`src/rtl/tag_alloc_controller_if.sv`:
```
// AXI read-port channel bundle (AR + R) shared by the upstream and downstream sides of the tag controller.
interface tag_alloc_controller_if #(
  parameter int ID_W         = 4,
  parameter int AR_PAYLOAD_W = 40,
  parameter int R_PAYLOAD_W  = 34
) ();
  logic                    ar_valid;
  logic                    ar_ready;
  logic [ID_W-1:0]         ar_id;
  logic [AR_PAYLOAD_W-1:0] ar_payload;
  logic                    r_valid;
  logic                    r_ready;
  logic [ID_W-1:0]         r_id;
  logic                    r_last;
  logic [R_PAYLOAD_W-1:0]  r_payload;

  modport master (
    output ar_valid, ar_id, ar_payload, r_ready,
    input  ar_ready, r_valid, r_id, r_last, r_payload
  );

  modport slave (
    input  ar_valid, ar_id, ar_payload, r_ready,
    output ar_ready, r_valid, r_id, r_last, r_payload
  );
endinterface

```
`src/rtl/tag_alloc_controller.sv`:
```
// Remaps upstream ARIDs to unique IDs from the tag map, restores original IDs on R beats and frees UIDs on RLAST.
module tag_alloc_controller #(
  parameter int ID_WIDTH     = 4,
  parameter int UID_W        = 4,
  parameter int AR_PAYLOAD_W = 40,
  parameter int R_PAYLOAD_W  = 34,
  parameter int STALL_W      = 8
) (
  input  logic                clk_i,
  input  logic                rst_ni,
  tag_alloc_controller_if.slave  up_if,
  tag_alloc_controller_if.master dn_if,
  output logic                alloc_req_o,
  output logic [ID_WIDTH-1:0] alloc_in_id_o,
  input  logic                alloc_gnt_i,
  input  logic [UID_W-1:0]    alloc_uid_i,
  output logic                free_req_o,
  output logic [UID_W-1:0]    free_uid_o,
  input  logic [ID_WIDTH-1:0] restored_id_i,
  input  logic                free_ack_i,
  output logic [UID_W:0]      outstanding_o,
  output logic [STALL_W-1:0]  stall_cycles_o,
  output logic                id_mismatch_o
);
  localparam int NUM_UID = 1 << UID_W;

  typedef enum logic [1:0] {IDLE, ALLOC, SEND} ar_state_e;

  ar_state_e                 state_q, state_d;
  logic [ID_WIDTH-1:0]       ar_id_q, ar_id_d;
  logic [AR_PAYLOAD_W-1:0]   ar_payload_q, ar_payload_d;
  logic [UID_W-1:0]          uid_q, uid_d;
  logic [STALL_W-1:0]        stall_q, stall_d;
  logic                      up_ar_ready, dn_ar_valid, alloc_req;

  logic [ID_WIDTH-1:0]       shadow_q [NUM_UID];
  logic [NUM_UID-1:0]        shadow_we;

  logic                      r_full_q, r_full_d;
  logic [ID_WIDTH-1:0]       r_id_q;
  logic [UID_W-1:0]          r_uid_q;
  logic                      r_last_q;
  logic [R_PAYLOAD_W-1:0]    r_payload_q;
  logic                      dn_r_ready, dn_r_hs, up_r_hs, free_req, grant;

  logic [UID_W:0]            outstanding_q, outstanding_d;
  logic                      id_mismatch_q, id_mismatch_d;

  // Release is confirmed by the controller itself; the tag map's acknowledge carries no extra information.
  logic unused_free_ack;
  assign unused_free_ack = free_ack_i;

  always_ff @(posedge clk_i or negedge rst_ni) begin
    if (!rst_ni) begin
      state_q      <= IDLE;
      ar_id_q      <= '0;
      ar_payload_q <= '0;
      uid_q        <= '0;
      stall_q      <= '0;
    end else begin
      state_q      <= state_d;
      ar_id_q      <= ar_id_d;
      ar_payload_q <= ar_payload_d;
      uid_q        <= uid_d;
      stall_q      <= stall_d;
    end
  end

  always_comb begin
    state_d      = state_q;
    ar_id_d      = ar_id_q;
    ar_payload_d = ar_payload_q;
    uid_d        = uid_q;
    stall_d      = stall_q;
    up_ar_ready  = 1'b0;
    dn_ar_valid  = 1'b0;
    alloc_req    = 1'b0;
    case (state_q)
      IDLE: begin
        up_ar_ready = 1'b1;
        if (up_if.ar_valid) begin
          ar_id_d      = up_if.ar_id;
          ar_payload_d = up_if.ar_payload;
          stall_d      = '0;
          state_d      = ALLOC;
        end
      end
      ALLOC: begin
        alloc_req = 1'b1;
        if (alloc_gnt_i) begin
          uid_d   = alloc_uid_i;
          state_d = SEND;
        end else if (stall_q != '1) begin
          stall_d = stall_q + 1'b1;
        end
      end
      SEND: begin
        dn_ar_valid = 1'b1;
        // Accepting the next AR while the current one leaves keeps throughput at one AR per two cycles.
        up_ar_ready = dn_if.ar_ready;
        if (dn_if.ar_ready) begin
          if (up_if.ar_valid) begin
            ar_id_d      = up_if.ar_id;
            ar_payload_d = up_if.ar_payload;
            stall_d      = '0;
            state_d      = ALLOC;
          end else begin
            state_d = IDLE;
          end
        end
      end
      default: state_d = IDLE;
    endcase
  end

  assign grant = alloc_req && alloc_gnt_i;

  genvar gi;
  generate
    for (gi = 0; gi < NUM_UID; gi++) begin : g_shadow_we
      assign shadow_we[gi] = grant && (alloc_uid_i == UID_W'(gi));
    end
  endgenerate

  always_ff @(posedge clk_i or negedge rst_ni) begin
    if (!rst_ni) begin
      for (int i = 0; i < NUM_UID; i++) shadow_q[i] <= '0;
    end else begin
      for (int i = 0; i < NUM_UID; i++) begin
        if (shadow_we[i]) shadow_q[i] <= ar_id_q;
      end
    end
  end

  assign dn_r_ready = !r_full_q || up_if.r_ready;
  assign dn_r_hs    = dn_if.r_valid && dn_r_ready;
  assign up_r_hs    = r_full_q && up_if.r_ready;
  assign free_req   = up_r_hs && r_last_q;
  assign r_full_d   = dn_r_hs ? 1'b1 : (up_r_hs ? 1'b0 : r_full_q);

  always_ff @(posedge clk_i or negedge rst_ni) begin
    if (!rst_ni) begin
      r_full_q    <= 1'b0;
      r_id_q      <= '0;
      r_uid_q     <= '0;
      r_last_q    <= 1'b0;
      r_payload_q <= '0;
    end else begin
      r_full_q <= r_full_d;
      if (dn_r_hs) begin
        r_id_q      <= shadow_q[dn_if.r_id];
        r_uid_q     <= dn_if.r_id;
        r_last_q    <= dn_if.r_last;
        r_payload_q <= dn_if.r_payload;
      end
    end
  end

  always_comb begin
    outstanding_d = outstanding_q;
    if (grant && !free_req)      outstanding_d = outstanding_q + 1'b1;
    else if (!grant && free_req) outstanding_d = outstanding_q - 1'b1;
  end

  // The check reads the shadow value before any same-cycle grant overwrites it.
  assign id_mismatch_d = id_mismatch_q || (free_req && (restored_id_i != shadow_q[r_uid_q]));

  always_ff @(posedge clk_i or negedge rst_ni) begin
    if (!rst_ni) begin
      outstanding_q <= '0;
      id_mismatch_q <= 1'b0;
    end else begin
      outstanding_q <= outstanding_d;
      id_mismatch_q <= id_mismatch_d;
    end
  end

  assign up_if.ar_ready  = up_ar_ready;
  assign up_if.r_valid   = r_full_q;
  assign up_if.r_id      = r_id_q;
  assign up_if.r_last    = r_last_q;
  assign up_if.r_payload = r_payload_q;

  assign dn_if.ar_valid   = dn_ar_valid;
  assign dn_if.ar_id      = uid_q;
  assign dn_if.ar_payload = ar_payload_q;
  assign dn_if.r_ready    = dn_r_ready;

  assign alloc_req_o    = alloc_req;
  assign alloc_in_id_o  = ar_id_q;
  assign free_req_o     = free_req;
  assign free_uid_o     = r_uid_q;
  assign outstanding_o  = outstanding_q;
  assign stall_cycles_o = stall_q;
  assign id_mismatch_o  = id_mismatch_q;
endmodule

```
`src/flat_wrapper.sv`:
```
// flat-port wrapper written by rule: the top's interface ports become plain ports
module tag_alloc_controller_flat 
#(
  parameter int ID_WIDTH     = 4,
  parameter int UID_W        = 4,
  parameter int AR_PAYLOAD_W = 40,
  parameter int R_PAYLOAD_W  = 34,
  parameter int STALL_W      = 8
)
  (clk_i, rst_ni, alloc_req_o, alloc_in_id_o, alloc_gnt_i, alloc_uid_i, free_req_o, free_uid_o, restored_id_i, free_ack_i, outstanding_o, stall_cycles_o, id_mismatch_o, up_if_ar_valid, up_if_ar_id, up_if_ar_payload, up_if_r_ready, up_if_ar_ready, up_if_r_valid, up_if_r_id, up_if_r_last, up_if_r_payload, dn_if_ar_valid, dn_if_ar_id, dn_if_ar_payload, dn_if_r_ready, dn_if_ar_ready, dn_if_r_valid, dn_if_r_id, dn_if_r_last, dn_if_r_payload);
  tag_alloc_controller_if #(.ID_W(ID_WIDTH), .AR_PAYLOAD_W(AR_PAYLOAD_W), .R_PAYLOAD_W(R_PAYLOAD_W)) up_if_i ();
  tag_alloc_controller_if #(.ID_W(UID_W), .AR_PAYLOAD_W(AR_PAYLOAD_W), .R_PAYLOAD_W(R_PAYLOAD_W)) dn_if_i ();
  input  logic clk_i;
  input  logic rst_ni;
  output logic alloc_req_o;
  output logic [ID_WIDTH-1:0] alloc_in_id_o;
  input  logic alloc_gnt_i;
  input  logic [UID_W-1:0] alloc_uid_i;
  output logic free_req_o;
  output logic [UID_W-1:0] free_uid_o;
  input  logic [ID_WIDTH-1:0] restored_id_i;
  input  logic free_ack_i;
  output logic [UID_W:0] outstanding_o;
  output logic [STALL_W-1:0] stall_cycles_o;
  output logic id_mismatch_o;
  input wire logic [$bits(up_if_i.ar_valid)-1:0] up_if_ar_valid;
  input wire logic [$bits(up_if_i.ar_id)-1:0] up_if_ar_id;
  input wire logic [$bits(up_if_i.ar_payload)-1:0] up_if_ar_payload;
  input wire logic [$bits(up_if_i.r_ready)-1:0] up_if_r_ready;
  output wire logic [$bits(up_if_i.ar_ready)-1:0] up_if_ar_ready;
  output wire logic [$bits(up_if_i.r_valid)-1:0] up_if_r_valid;
  output wire logic [$bits(up_if_i.r_id)-1:0] up_if_r_id;
  output wire logic [$bits(up_if_i.r_last)-1:0] up_if_r_last;
  output wire logic [$bits(up_if_i.r_payload)-1:0] up_if_r_payload;
  output wire logic [$bits(dn_if_i.ar_valid)-1:0] dn_if_ar_valid;
  output wire logic [$bits(dn_if_i.ar_id)-1:0] dn_if_ar_id;
  output wire logic [$bits(dn_if_i.ar_payload)-1:0] dn_if_ar_payload;
  output wire logic [$bits(dn_if_i.r_ready)-1:0] dn_if_r_ready;
  input wire logic [$bits(dn_if_i.ar_ready)-1:0] dn_if_ar_ready;
  input wire logic [$bits(dn_if_i.r_valid)-1:0] dn_if_r_valid;
  input wire logic [$bits(dn_if_i.r_id)-1:0] dn_if_r_id;
  input wire logic [$bits(dn_if_i.r_last)-1:0] dn_if_r_last;
  input wire logic [$bits(dn_if_i.r_payload)-1:0] dn_if_r_payload;
  assign up_if_i.ar_valid = up_if_ar_valid;
  assign up_if_i.ar_id = up_if_ar_id;
  assign up_if_i.ar_payload = up_if_ar_payload;
  assign up_if_i.r_ready = up_if_r_ready;
  assign up_if_ar_ready = up_if_i.ar_ready;
  assign up_if_r_valid = up_if_i.r_valid;
  assign up_if_r_id = up_if_i.r_id;
  assign up_if_r_last = up_if_i.r_last;
  assign up_if_r_payload = up_if_i.r_payload;
  assign dn_if_ar_valid = dn_if_i.ar_valid;
  assign dn_if_ar_id = dn_if_i.ar_id;
  assign dn_if_ar_payload = dn_if_i.ar_payload;
  assign dn_if_r_ready = dn_if_i.r_ready;
  assign dn_if_i.ar_ready = dn_if_ar_ready;
  assign dn_if_i.r_valid = dn_if_r_valid;
  assign dn_if_i.r_id = dn_if_r_id;
  assign dn_if_i.r_last = dn_if_r_last;
  assign dn_if_i.r_payload = dn_if_r_payload;
  tag_alloc_controller #(.ID_WIDTH(ID_WIDTH), .UID_W(UID_W), .AR_PAYLOAD_W(AR_PAYLOAD_W), .R_PAYLOAD_W(R_PAYLOAD_W), .STALL_W(STALL_W)) u_core (.clk_i(clk_i), .rst_ni(rst_ni), .up_if(up_if_i), .dn_if(dn_if_i), .alloc_req_o(alloc_req_o), .alloc_in_id_o(alloc_in_id_o), .alloc_gnt_i(alloc_gnt_i), .alloc_uid_i(alloc_uid_i), .free_req_o(free_req_o), .free_uid_o(free_uid_o), .restored_id_i(restored_id_i), .free_ack_i(free_ack_i), .outstanding_o(outstanding_o), .stall_cycles_o(stall_cycles_o), .id_mismatch_o(id_mismatch_o));
endmodule
```
`config.mk`:
```
export PLATFORM = sky130hd
export DESIGN_NAME = tag_alloc_controller_flat
export DESIGN_NICKNAME = d
export VERILOG_FILES = /design/src/rtl/tag_alloc_controller_if.sv /design/src/rtl/tag_alloc_controller.sv /design/src/flat_wrapper.sv
export SDC_FILE = /design/constraint.sdc
export NUM_CORES = 1
export LEC_CHECK = 0
export CAP_MARGIN = 25
export CORE_MARGIN = 2
export CORE_UTILIZATION = 28
export DETAILED_ROUTE_END_ITERATION = 8
export GPL_TIMING_DRIVEN = 0
export PLACE_DENSITY = 0.47
export SLEW_MARGIN = 40
export SYNTH_ARGS = -nofsm -noshare
export SYNTH_HDL_FRONTEND = slang
export SYNTH_SLANG_ARGS = --single-unit
```
`constraint.sdc`:
```
create_clock -name clk_i -period 3.01 [get_ports clk_i]
set_input_delay 0.602 -clock clk_i [delete_from_list [all_inputs] [get_ports clk_i]]
set_output_delay 0.602 -clock clk_i [all_outputs]
set_load 0.01 [all_outputs]
```
==> impl_summary.txt <==
----------------------------------------------------
[Clock network]
  Number of buffers between clock root and the deepest sink ... 2
  CTS clk-pin slew, worst paths ... 0.07 ns
  Insertion delay to the later sink of the worst-skew pair ... 0.43 ns
  CTS tree ... built
  Quantity of gates resized following cts ... 0
  # clock sinks ... 172
  Hold bufs inserted after CTS ... 0
  CTS Buf Count ... 17
  CTS H-tree depth ... 4
  Post-CTS setup buffer count ... 0
  Cell at the root of the clock tree ... clkbuf_16

[Synth]
  FF+latch count, synth ... between 150 and 200
  Portion of netlist area occupied by mux cells ... about a third
  Share of synthesized flip-flops with an asynchronous set or reset ... 100%
  Leading register cell type out of synthesis ... dfrtp_1
  Mapped Nets ... 622
  Post-synthesis cell type with the largest combined area ... dfrtp_1
  Average instance area after synthesis ... between 15 and 20 sq um
  Post-synthesis share of cell area spent on xor and xnor gates ... 1.56%
  Number of enable-type register cells in the synthesized netlist ... 0
  Count of cell types in the netlist ... 48
  Instance count of the mapped netlist ... slightly above 500
  Post-synthesis compound-gate area fraction ... 2.08%
  Biggest area contributors in the synthesized netlist ... dfrtp_1, mux2_2, mux4_2
  Sequential cell area fraction in the yosys report ... around 55%
  Post-synthesis share of cell area spent on and, or, nand and nor gates ... 4.73%
  Synth Area in Adders ... 1.05%
  Share of the synthesized area in the top cell type ... a little over half
  Synthesized area ... 0.00786 sq mm
  Main combinational cell family by area after synthesis ... multiplexers
  Yosys warns ... 0

[Finish]
  Share of post-route cells with drive strength above 1 ... 31.2%
  Commonest non-fill, non-tap cell in the layout ... clkdlybuf4s50_1
  Final-stage net count ... 849
  Core utilization of the finished layout ... between 30% and 40%
  Diode insertion count for antenna repair ... 0
  Fillers ... between 2,000 and 3,000
  Top library cells by usage in the layout, fill and taps aside ... clkdlybuf4s50_1, dfrtp_1, mux2_2, mux4_2, nand2_1
  Synth-to-layout area growth ... 40.0%

[Routing]
  DRC Markers ... 0
  Final wirelength ... ~21,000 um
  Post-detailed-route via-to-cell ratio ... 4.58
  Vias after detailed routing ... between 5,000 and 6,000
  Avg WL per Cell ... 18.6 um
  Number of routed nets with antenna violations ... 0
  Number of violations reported at the end of detailed-routing iteration 0 ... 211
  First drt pass iteration count ... 4

[Floorplanning]
  Initial cell density of the core ... 28.4%
  I/O pin count ... 210
  Die height ... 172 um
  CORE AREA ... between 0.02 and 0.03 sq mm
  Floorplan die width ... around 170 um
  DIE AREA ... about 0.029 sq mm
  Std cell rows ... 61

[Power]
  Maximum resistive drop on vdd ... 0.364 mV
  Ratio of total power to cell area ... 866 mW/mm^2
  Static Leak ... between 4 and 5 nW

[Global routing]
  Largest net degree at the start of global routing ... 67
  GRT overflow ... 0
  Number of global-route vias before repair ... ~5,700
  Initial antenna violation count ... 0
  First-pass GRT wire length ... about 33,000 um
  Global-route total usage across every layer ... 14.8%

[STA]
  Worst Setup Slack, final ... 0.205 ns
  Worst slew margin ... 47.5%
  Hold violation total from the final report ... 0
  Post-layout minimum cycle time ... between 2 and 3 ns
  Hold Worst Slack ... ~0.10 ns
  Final Skew ... 0.0121 ns
  Worst Tran Pin Value ... 0.788 ns
  Fmax ... roughly 0.36 GHz
  Final critical-path share of the clock period ... around 93%
  RSZ-0062 raised after global routing ... false
  Pins Over Slew Limit ... 0
  Number of endpoints failing setup at the final stage ... 0

[Placement]
  Number of buffers inserted by port buffering ... between 200 and 250
  Pre-CTS setup slack ... -0.151 ns
  Detailed Place HPWL ... 15,400 um
  Final GP Congestion ... between 0.7 and 0.8

[Setup path]
  Worst Path Arrival ... 3.12 ns
  CP bufs+invs ... 2
  Type of the worst setup path ... reg2reg
  Worst stage delay on the critical path ... about 0.42 ns
  Type of origin of the critical path ... flip-flop
  Cell repeated most along the worst path ... inv_1
  Largest driver fanout on the critical path ... 7
  Critical path's slowest cell ... fa_1
  Required time reported for the critical path endpoint ... 3.33 ns
  Critical path endpoint category ... flip-flop
  Kind of cell with the highest combined delay on the critical path ... adder cells
  CP cell instances ... and2b_1 -> nand2_2 -> inv_1 -> ha_1 -> inv_1 -> fa_1 -> a21o_1 -> a21oi_1 -> xnor2_1 -> nor2_1 -> xor2_1

[Job]
  Maxcap violations ... 0

[Min path]
  Min-delay worst type ... in2async

[Run status]
  Run status ... completed

----------------------------------------------------
-- Yosys cell counts (all sizes together) (2+ instances only) --
cell and instances:
clkbuf 16, a211oi 2, nand4 3, nand3 5
or3 2, mux2i 10, ha 5, o21ai 5
a31o 2, nand2b 5, and2 2, a21oi 5
nor3 4, mux4 33, inv 4, mux2 158
dfrtp 172, a21o 3, nand2 19, and3 2
xor2 9, nor2 14, nor2b 6, xnor2 5
buf 12
-- sequential cells by signal, indices dropped and copies added (netlist names) --
name / cells
u_core.alloc_in_id_o: 4
u_core.dn_if.ar_id: 4
u_core.dn_if.ar_payload: 40
u_core.free_uid_o: 4
u_core.id_mismatch_o: 1
u_core.outstanding_o: 5
u_core.shadow_q: 64
u_core.stall_cycles_o: 8
u_core.state_q: 2
u_core.up_if.r_id: 4
u_core.up_if.r_last: 1
u_core.up_if.r_payload: 34
u_core.up_if.r_valid: 1
-- metal layers --
metal,vias to the layer above,global-route usage [%],routed length (um)
met3,17,5.55,1810
met5,-,0,0
met1,2619,19.6,9710
met4,0,3.46,183
li1,2371,-,-
met2,195,22.9,9370
-- path summary, 6_finish.rpt --
check / startpoint / to / slack [ns] / cells past startpoint
setup / recovery: u_core.state_q[1]$_DFFE_PN0P_ / u_core.outstanding_o[4]$_DFFE_PN0P_ / 0.20 / 11
hold / removal: rst_ni / u_core.outstanding_o[4]$_DFFE_PN0P_ / 0.10 / 1
setup reg to reg: u_core.state_q[1]$_DFFE_PN0P_ / u_core.outstanding_o[4]$_DFFE_PN0P_ / 0.20 / 11
hold reg to reg: u_core.outstanding_o[4]$_DFFE_PN0P_ / u_core.outstanding_o[4]$_DFFE_PN0P_ / 0.48 / 1
max in group asynchronous: rst_ni / u_core.dn_if.ar_payload[36]$_DFFE_PN0P_ / 2.19 / 2
min in group clk_i: u_core.outstanding_o[4]$_DFFE_PN0P_ / u_core.outstanding_o[4]$_DFFE_PN0P_ / 0.48 / 1
-- per-stage QoR --
step	total power, mW	std cells	instance area [sq um]	setup TNS (ns)
after floorplan	5.72	517	7860	0
after global placement	7.42	1101	10400	-1002.88
after detailed placement	7.52	1103	10500	-0.314
after CTS	9.68	1135	11000	0
after global routing	10.2	1135	11000	0
final	9.53	1135	11000	0
-- report_power, final --
group          leakage (nW)  total (mW)  internal, mW  switching, mW
sequential             2.12        3.81          3.18          0.632
combinational          2.22        3.64          2.24           1.40
clock                 0.258        2.09          1.09          0.994
total                  4.60        9.53          6.50           3.03
-- cell families after synthesis --
family                   count (synthesis)
adder cells (fa/ha/maj)                  6
AND/OR/NAND/NOR                         68
AO/OA/AOI/OAI                           24
flip-flops                             172
XOR/XNOR                                14
multiplexers                           201
buffers and inverters                   32
-- cell type report --
| class | count | area [sq um] | area share (%) |
|---|---|---|---|
| plain buffers | 28 | 143 | 1.30 |
| clock buffers | 18 | 439 | 3.99 |
| clock inverters | 14 | 108 | 0.978 |
| inverters | 4 | 15.0 | 0.136 |
| multi-input cells | 313 | 3400 | 30.9 |
| flip-flops and latches | 172 | 4300 | 39.1 |
| well taps | 378 | 473 | 4.30 |
| repair buffers | 208 | 2120 | 19.3 |
-- worst reg2reg max path, cell delays in order (launching register included) --
cell and delay, ns:
dfrtp_1 0.41, and2b_1 0.34, nand2_2 0.16, inv_1 0.27, ha_1 0.25, inv_1 0.11
fa_1 0.42, a21o_1 0.19, a21oi_1 0.18, xnor2_1 0.15, nor2_1 0.08, xor2_1 0.15
No activity file was read; power rests on OpenSTA's default activity.
